File: config.mk
export PLATFORM = sky130hd
export DESIGN_NAME = selector_tablero
export DESIGN_NICKNAME = d
export VERILOG_FILES = /design/src/rtl/selector_tablero.sv
export SDC_FILE = /design/constraint.sdc
export NUM_CORES = 1
export LEC_CHECK = 0
export CAP_MARGIN = 40
export CORE_MARGIN = 8
export CORE_UTILIZATION = 57
export CTS_CLUSTER_SIZE = 20
export DETAILED_ROUTE_END_ITERATION = 6
export PLACE_DENSITY = 0.85
export SLEW_MARGIN = 5
export SYNTH_ARGS = -nofsm -noshare
export SYNTH_HDL_FRONTEND = slang
export SYNTH_SLANG_ARGS = --single-unit
File: constraint.sdc
create_clock -name clk -period 7.1 [get_ports clk]
set_input_delay 1.42 -clock clk [delete_from_list [all_inputs] [get_ports clk]]
set_output_delay 1.42 -clock clk [all_outputs]
set_load 0.005 [all_outputs]
File: src/rtl/selector_tablero.sv
// Board cell selector: an N x N cursor driven by direction buttons, plus a
// two-state commit FSM that writes the current player's mark into the board.
module selector_tablero #(
  parameter int N        = 3,
  parameter int ENVOLVER = 0,
  parameter int RECENTRA = 1,
  parameter int IW       = $clog2(N*N)
) (
  input  logic              clk,
  input  logic              rst,
  input  logic              boton_arriba,
  input  logic              boton_abajo,
  input  logic              boton_izq,
  input  logic              boton_der,
  input  logic              boton_elige,
  input  logic              borrar,
  input  logic              turno_p1,
  input  logic              turno_p2,
  output logic [IW-1:0]     cuadro,
  output logic [2*N*N-1:0]  tablero,
  output logic              p1_mm,
  output logic              p2_mm,
  output logic              rechazo,
  output logic              lleno
);

  localparam int            CW     = $clog2(N*N+1);
  localparam logic [IW-1:0] CENTRO = IW'((N*N)/2);
  localparam logic [IW-1:0] LADO   = IW'(N);
  localparam logic [IW-1:0] ULTIMO = IW'(N-1);
  localparam logic [IW-1:0] SALTO  = IW'((N-1)*N);
  localparam logic [IW-1:0] UNO    = IW'(1);
  localparam logic [CW-1:0] TOTAL  = CW'(N*N);

  typedef enum logic {NAVEGA = 1'b0, GUARDA = 1'b1} estado_t;

  estado_t             estado_q;
  logic [IW-1:0]       cuadro_q;
  logic [IW-1:0]       sel_q;
  logic [2*N*N-1:0]    tablero_q;
  logic [CW-1:0]       cuenta_q;
  logic                lleno_q;
  logic                p1_mm_q;
  logic                p2_mm_q;
  logic                rechazo_q;

  logic [IW-1:0]       fila_s;
  logic [IW-1:0]       col_s;
  logic [IW-1:0]       mov_d;
  logic                mueve_s;
  logic [1:0]          celda_s;
  logic [1:0]          marca_s;
  logic                turno_ok_s;
  logic                commit_s;

  assign fila_s = cuadro_q / LADO;
  assign col_s  = cuadro_q % LADO;

  // Next cursor position from the direction buttons, arriba first
  always_comb begin
    mov_d   = cuadro_q;
    mueve_s = 1'b1;
    if (boton_arriba) begin
      if (fila_s != '0)        mov_d = cuadro_q - LADO;
      else if (ENVOLVER != 0)  mov_d = cuadro_q + SALTO;
      else                     mov_d = cuadro_q;
    end else if (boton_abajo) begin
      if (fila_s != ULTIMO)    mov_d = cuadro_q + LADO;
      else if (ENVOLVER != 0)  mov_d = cuadro_q - SALTO;
      else                     mov_d = cuadro_q;
    end else if (boton_izq) begin
      if (col_s != '0)         mov_d = cuadro_q - UNO;
      else if (ENVOLVER != 0)  mov_d = cuadro_q + ULTIMO;
      else                     mov_d = cuadro_q;
    end else if (boton_der) begin
      if (col_s != ULTIMO)     mov_d = cuadro_q + UNO;
      else if (ENVOLVER != 0)  mov_d = cuadro_q - ULTIMO;
      else                     mov_d = cuadro_q;
    end else begin
      mueve_s = 1'b0;
    end
  end

  // Turno is judged in the GUARDA cycle itself, so a late player change still counts
  assign celda_s    = tablero_q[{sel_q, 1'b0} +: 2];
  assign turno_ok_s = turno_p1 ^ turno_p2;
  assign marca_s    = turno_p1 ? 2'b11 : 2'b01;
  assign commit_s   = (celda_s == 2'b00) && turno_ok_s && (cuenta_q != TOTAL);

  // Navigation/commit FSM with registered pulse outputs
  always_ff @(posedge clk) begin
    if (rst) begin
      estado_q  <= NAVEGA;
      cuadro_q  <= CENTRO;
      sel_q     <= '0;
      tablero_q <= '0;
      cuenta_q  <= '0;
      lleno_q   <= 1'b0;
      p1_mm_q   <= 1'b0;
      p2_mm_q   <= 1'b0;
      rechazo_q <= 1'b0;
    end else if (borrar) begin
      estado_q  <= NAVEGA;
      cuadro_q  <= CENTRO;
      tablero_q <= '0;
      cuenta_q  <= '0;
      lleno_q   <= 1'b0;
      p1_mm_q   <= 1'b0;
      p2_mm_q   <= 1'b0;
      rechazo_q <= 1'b0;
    end else begin
      p1_mm_q   <= 1'b0;
      p2_mm_q   <= 1'b0;
      rechazo_q <= 1'b0;
      case (estado_q)
        NAVEGA: begin
          if (mueve_s) begin
            cuadro_q <= mov_d;
          end else if (boton_elige) begin
            sel_q    <= cuadro_q;
            estado_q <= GUARDA;
          end
        end
        GUARDA: begin
          estado_q <= NAVEGA;
          if (commit_s) begin
            tablero_q[{sel_q, 1'b0} +: 2] <= marca_s;
            cuenta_q <= cuenta_q + CW'(1);
            lleno_q  <= ((cuenta_q + CW'(1)) == TOTAL);
            if (turno_p1) p1_mm_q <= 1'b1;
            else          p2_mm_q <= 1'b1;
            if (RECENTRA != 0) cuadro_q <= CENTRO;
          end else begin
            rechazo_q <= 1'b1;
          end
        end
        default: estado_q <= NAVEGA;
      endcase
    end
  end

  assign cuadro  = cuadro_q;
  assign tablero = tablero_q;
  assign p1_mm   = p1_mm_q;
  assign p2_mm   = p2_mm_q;
  assign rechazo = rechazo_q;
  assign lleno   = lleno_q;

endmodule

==> flow_summary.toml, run 1 <==
[logic_synthesis]
synth_top_family_by_area = "simple AND/OR/NAND/NOR gates"
ys_seq_elements = 35
synth_area_um2 = 2070
syn_avg_cell_area_um2 = 8.37
synth_edf_count = 0
ys.flop_type = "dfxtp_1"
synth_seq_area_share = 0.339
yosys_warnings = 0
yosys.area_share.xor_xnor = 0.0339
synth.top_cell.area_share = 0.339
synth.distinct_cells = 49
synth_top_area_cell = "dfxtp_1"
synth-compound-area-share = 0.139
syn-num-nets = 270
synthAdderAreaFrac = 0.0823
synthSimpleGateAreaFrac = 0.261
synthMuxAreaShare = 0.0823
synthArstFlopShare = 0
synthTopCellsByArea = "dfxtp_1 34%, mux2i_1 8.2%, ha_1 7.3%"
postSynthCellCount = 247

[global_route]
grt_pass1_wl_um = 8560
overflow = 0
grt_util_all_layers = 0.172
grt_max_degree = 21
grt_pass1_vias = 1842
antenna_found_initial = 0

[pwr]
p_clk_frac = 0.279
p_leak_nw = 0.947
vdd_drop_max_mv = 0.125
power_density_nw_per_um2 = 175
switching_power_mw = 0.122
seqPwrFrac = 0.494
internal_power_mw = 0.309
swShare = 0.283
pwr-share-comb = 0.227

[drt]
drc = 0
via_count = 1833
wl_per_cell_um = 15.0
firstDrtPassIters = 4
drt_iter0_markers = 88
drt-vias-per-instance = 5.66
drtAntennaViolNets = 0
wl_um = 4840

[cts]
clockRootBuffer = "clkbuf_4"
cts_setup_buffers = 0
cts_tree = "yes"
clockBufferDepth = 2
h-tree-depth = 2
clk_latency_ps = 330
cts_resized = 0
clkTransAtPathRegs_ps = 100
cts_hold_buf = 0
cts.sinks = 35
cts_made_buffers = 5

[timing]
finalCriticalPeriod_ps = 3220
finalClockSkew_ps = 8.84
hold_violations = 0
tightest_slew_ps = 546
fin_crit_sh = 0.454
finalSetupViolations = 0
fmax_ghz = 0.310
whs_ps = 470
maxSlewViolCount = 0
rsz0062_at_grt = "no"
fin_setup_tns_ps = 0
maxSlewHeadroom = 0.632
setup_ws_ps = 3880

[place]
gp_congestion = 0.954
portBuffers = 35
preCtsSetupSlack_ps = 3530
hpwlAfterDp_um = 3530

[worst_setup_path]
cp-start-kind = "primary input"
reg2reg_from = "cuadro[3]$_SDFFE_PP0P_"
critical_path.max_stage_delay_ps = 610
arrival_ps = 3440
cp_data_required_time_ps = 7320
ff2ff_setup_slack_ps = 4010
crit_buf_inv = 1
cp_max_fo = 12
r2r-end = "cuadro[2]$_SDFFE_PP1P_"
cp_cell_sequence = "clkdlybuf4s50_1 -> xnor2_1 -> a31oi_1 -> o211a_1 -> and4_1 -> and2_1 -> nand2_1 -> mux2i_1"
reg2reg_depth = 11
cp-startpoint = "turno_p1"
cp-end-kind = "register"
cp_slowest_cell = "clkdlybuf4s50_1"
critical_path.top_delay_family = "simple AND/OR/NAND/NOR gates"
crit_type = "primary input to register"

[final_layout]
layout_common_cells = "35 x dfxtp_1, 35 x clkdlybuf4s50_1, 33 x nor2_1"
nets = 298
area_growth_pct = 19.2
drive_gt1_frac = 0.0652
diodes = 0

[floorplan]
die_h_um = 76.2
boundaryPins = 36
initial_core_util = 0.578
fp-row-count = 22
fp.dieW_um = 76.2
core_region_area_um2 = 3580
die_area_um2 = 5810

[min_path]
whs_path_depth = 2
hold_end = "lleno$_SDFFE_PP0P_"
hold_class = "register to register"
min_from = "lleno$_SDFFE_PP0P_"

[outcome]
status = "finished clean"

[job]
drv_cap = 0
## cells by family after synthesis
kind of cell,count (synthesis)
and+or+nand+nor,105
AOI/OAI and AO/OA,43
DFF,35
buffers and inverters,26
muxes,17
adders and majority gates,13
xor gates and xnor gates,8
## Yosys cell counts (4+ instances only)
cell type,n
xor2_1,4
nor3_1,9
a211oi_1,4
and3_1,5
nand4_1,4
nand2b_1,4
clkbuf_1,5
inv_1,10
nand2_1,19
o21ai_0,6
dfxtp_1,35
mux2i_1,17
buf_2,4
a21oi_1,11
nor2_1,33
or3_1,5
xnor2_1,4
nand3_1,10
ha_1,12
## layer usage
metal | vias to the layer above | track usage | routed length, um
met5 | - | 0 | 0
met2 | 49 | 0.292 | 2300
met1 | 847 | 0.202 | 2200
met3 | 8 | 0.0507 | 279
met4 | 0 | 0.0519 | 65
li1 | 929 | - | -
## worst register-to-register path, stage by stage, from the launching register on
cell	delay [ps]
dfxtp_1	550
nand2b_2	220
inv_1	50
ha_1	170
inv_1	50
ha_1	370
o21ai_0	210
ha_1	280
a211oi_1	370
mux2i_1	130
o41a_1	430
mux2i_1	150
## state kept, by name, indices dropped and copies added, names as in the netlist
register,cells
p1_mm,1
estado_q,1
p2_mm,1
sel_q,4
rechazo,1
cuenta_q,4
cuadro,4
tablero,18
lleno,1
## how the worst max path moves through the flow
stage               slack, ps                       to  cells after the start
floorplan                4220   cuadro[3]$_SDFFE_PP0P_                      8
global placement         3650  tablero[9]$_SDFFE_PP0P_                      8
detailed placement       3530  tablero[9]$_SDFFE_PP0P_                      8
CTS                      3890  tablero[9]$_SDFFE_PP0P_                      8
global route             3670   cuadro[1]$_SDFFE_PP0P_                     13
finish                   3880  tablero[9]$_SDFFE_PP0P_                      8
## area by class of cell
class                   instances  area (um2)
flip-flops and latches         35         701
well taps                      48        60.1
inverters                      11        41.3
multi-input cells             186        1240
repair buffers                 36         358
fillers                       308        1110
clock buffers                   8        68.8
## power groups by stage
| stage | registers, mW | clock network (mW) | logic (mW) |
|---|---|---|---|
| 2_1_floorplan | 0.208 | 0 | 0.0834 |
| 3_5_place_dp | 0.217 | 0 | 0.0977 |
| 6_report | 0.213 | 0.121 | 0.0979 |
| 3_3_place_gp | 0.217 | 0 | 0.0957 |
| 4_1_cts | 0.213 | 0.125 | 0.0981 |
| 5_1_grt | 0.215 | 0.132 | 0.110 |
## through the flow
stage	util	cell area, um2	total power [mW]	std cells
floorplan	-	2070	0.292	247
CTS	0.689	2460	0.436	324
detailed placement	0.670	2400	0.315	316
global placement	0.670	2400	0.313	316
finish	0.689	2460	0.432	324
global route	0.689	2460	0.456	324
Power figures use the tool's default switching activity.
==> run 2: changes to the inputs <==
- CORE_UTILIZATION: 57 -> 47
- PLACE_DENSITY: 0.85 -> 0.75
- clock period: 7.1 -> 2.9 ns (I/O delays scaled with it)
==> run 2 against run 1 <==
Clock power increased to 2.9 times the previous value; sequential share of layout area decreased by 0.89 points; critical path depth increased by 4; sequential power grew 140%; largest power group unchanged.
==> flow_summary.toml, run 2 (synthesis gave the netlist of run 1 again) <==
[outcome]
status = "finished clean"

[floorplan]
fp-row-count = 24
die_area_um2 = 6780
initial_core_util = 0.481
fp.dieW_um = 82.3
core_region_area_um2 = 4290
boundaryPins = 36
die_h_um = 82.3

[cts]
clockRootBuffer = "clkbuf_8"
clk_latency_ps = 280
cts_tree = "yes"
cts.sinks = 35
clkTransAtPathRegs_ps = 70
h-tree-depth = 2
clockBufferDepth = 2
cts_hold_buf = 0
cts_made_buffers = 5

[final_layout]
diodes = 0
nets = 304
largest_reg_flops = 18
area_growth_pct = 23.1
drive_gt1_frac = 0.0925
layout_common_cells = "35 x dfxtp_1, 35 x clkdlybuf4s50_1, 33 x nor2_1"
layout.cells.non_filler = 333

[pwr]
seqPwrFrac = 0.445
internal_power_mw = 0.817
p_leak_nw = 0.986
switching_power_mw = 0.315
swShare = 0.278
p_clk_frac = 0.306
power_density_nw_per_um2 = 445
pwr-share-comb = 0.248
vdd_drop_max_mv = 0.251

[worst_setup_path]
arrival_ps = 2840
cp_cell_sequence = "nand2b_2 -> inv_1 -> ha_1 -> inv_1 -> ha_1 -> o211ai_1 -> o21ai_0 -> ha_1 -> a211oi_2 -> mux2i_1 -> o41a_1 -> mux2i_1"
ff2ff_setup_slack_ps = 220
crit_type = "register to register"
cp-start-kind = "register"
reg2reg_from = "cuadro[2]$_SDFFE_PP1P_"
reg2reg_depth = 12
cp-end-kind = "register"
cp_data_required_time_ps = 3060
r2r-end = "cuadro[1]$_SDFFE_PP0P_"
cp_slowest_cell = "o41a_1"
cp_common_cell = "ha_1"
critical_path.max_stage_delay_ps = 480
cp_max_fo = 5

[timing]
finalSetupViolations = 0
fin_setup_tns_ps = 0
maxSlewViolCount = 0
fin_crit_sh = 0.923
setup_ws_ps = 222
maxSlewHeadroom = 0.656
finalCriticalPeriod_ps = 2680
tightest_slew_ps = 503
fmax_ghz = 0.373
hold_violations = 0
finalClockSkew_ps = 6.35
rsz0062_at_grt = "no"

[drt]
drt-vias-per-instance = 5.53
wl_per_cell_um = 14.5
drt_iter0_markers = 59
wl_um = 4840
via_count = 1840
drc = 0
drtAntennaViolNets = 0
firstDrtPassIters = 4

[place]
dp_cells = 326
gp_congestion = 0.845
portBuffers = 35
hpwlAfterDp_um = 3570
preCtsSetupSlack_ps = 187

[job]
drv_cap = 0

[global_route]
grt_pass1_wl_um = 8180
grt_util_all_layers = 0.152
overflow = 0
antenna_found_initial = 0
grt_max_degree = 21
grt_pass1_vias = 1828

[min_path]
min_from = "lleno$_SDFFE_PP0P_"
whs_path_depth = 2
hold_class = "register to register"
hold_end = "lleno$_SDFFE_PP0P_"
==> run 2: cell types whose count changed in the layout (fill, tap and decap cells not counted), sizes merged <==
cell,before,now
buf,1,7
clkbuf,8,6
clkinv,0,1
==> run 2: final cells by class <==
cell class / instances / area, um2
multi-input combinational: 186 / 1250
sequential: 35 / 701
tap: 52 / 65.1
fill: 401 / 1750
clock buffer: 6 / 82.6
clock inverter: 1 / 5.00
inverter: 11 / 41.3
timing repair buffer: 42 / 403
==> run 2: routing by layer <==
metal | up-vias | track usage | part of all wire
met4 | 0 | 0.0860 | 0.017
met5 | - | 0 | 0
met3 | 6 | 0.0400 | 0.053
met2 | 37 | 0.234 | 0.47
li1 | 939 | - | -
met1 | 858 | 0.188 | 0.46
==> run 2: per-stage QoR <==
step           area (um2)  hold WS, ps  total power, mW  utilization
2_1_floorplan        2070          453            0.715            -
3_3_place_gp         2450          451            0.783        0.570
3_5_place_dp         2450          449            0.788        0.570
4_1_cts              2530          458             1.14        0.590
5_1_grt              2540          490             1.20        0.593
6_report             2540          453             1.13        0.593
==> run 2: power by group through the flow <==
stage,Clock (mW),Sequential (mW),Combinational (mW)
2_1_floorplan,0,0.510,0.204
3_3_place_gp,0,0.514,0.269
3_5_place_dp,0,0.515,0.274
4_1_cts,0.358,0.504,0.275
5_1_grt,0.382,0.506,0.310
6_report,0.347,0.504,0.281
==> run 2: worst max-delay path, delay by kind of cell, from the launching register on <==
kind | cells | cell delay, ps
buf+inv | 2 | 100
compound gates | 4 | 1040
mux | 2 | 260
simple gates | 1 | 110
flops | 1 | 400
fa+ha+maj | 3 | 630
==> run 2: repair_timing <==
item | CTS | global route
gates resized for setup | 0 | 2
setup buffers | 0 | 0
endpoints found under the setup margin | 0 | 4
==> run 2: worst max path at each step <==
stage	endpoint	startpoint	slack, ps	cells past startpoint
after detailed placement	cuadro[2]$_SDFFE_PP1P_	cuadro[2]$_SDFFE_PP1P_	190	12
final	cuadro[1]$_SDFFE_PP0P_	cuadro[2]$_SDFFE_PP1P_	220	12
after floorplan	cuadro[0]$_SDFFE_PP0P_	cuadro[3]$_SDFFE_PP0P_	140	14
after global routing	cuadro[0]$_SDFFE_PP0P_	cuadro[2]$_SDFFE_PP1P_	10	12
after global placement	cuadro[1]$_SDFFE_PP0P_	cuadro[2]$_SDFFE_PP1P_	260	12
after CTS	cuadro[1]$_SDFFE_PP0P_	cuadro[2]$_SDFFE_PP1P_	180	12
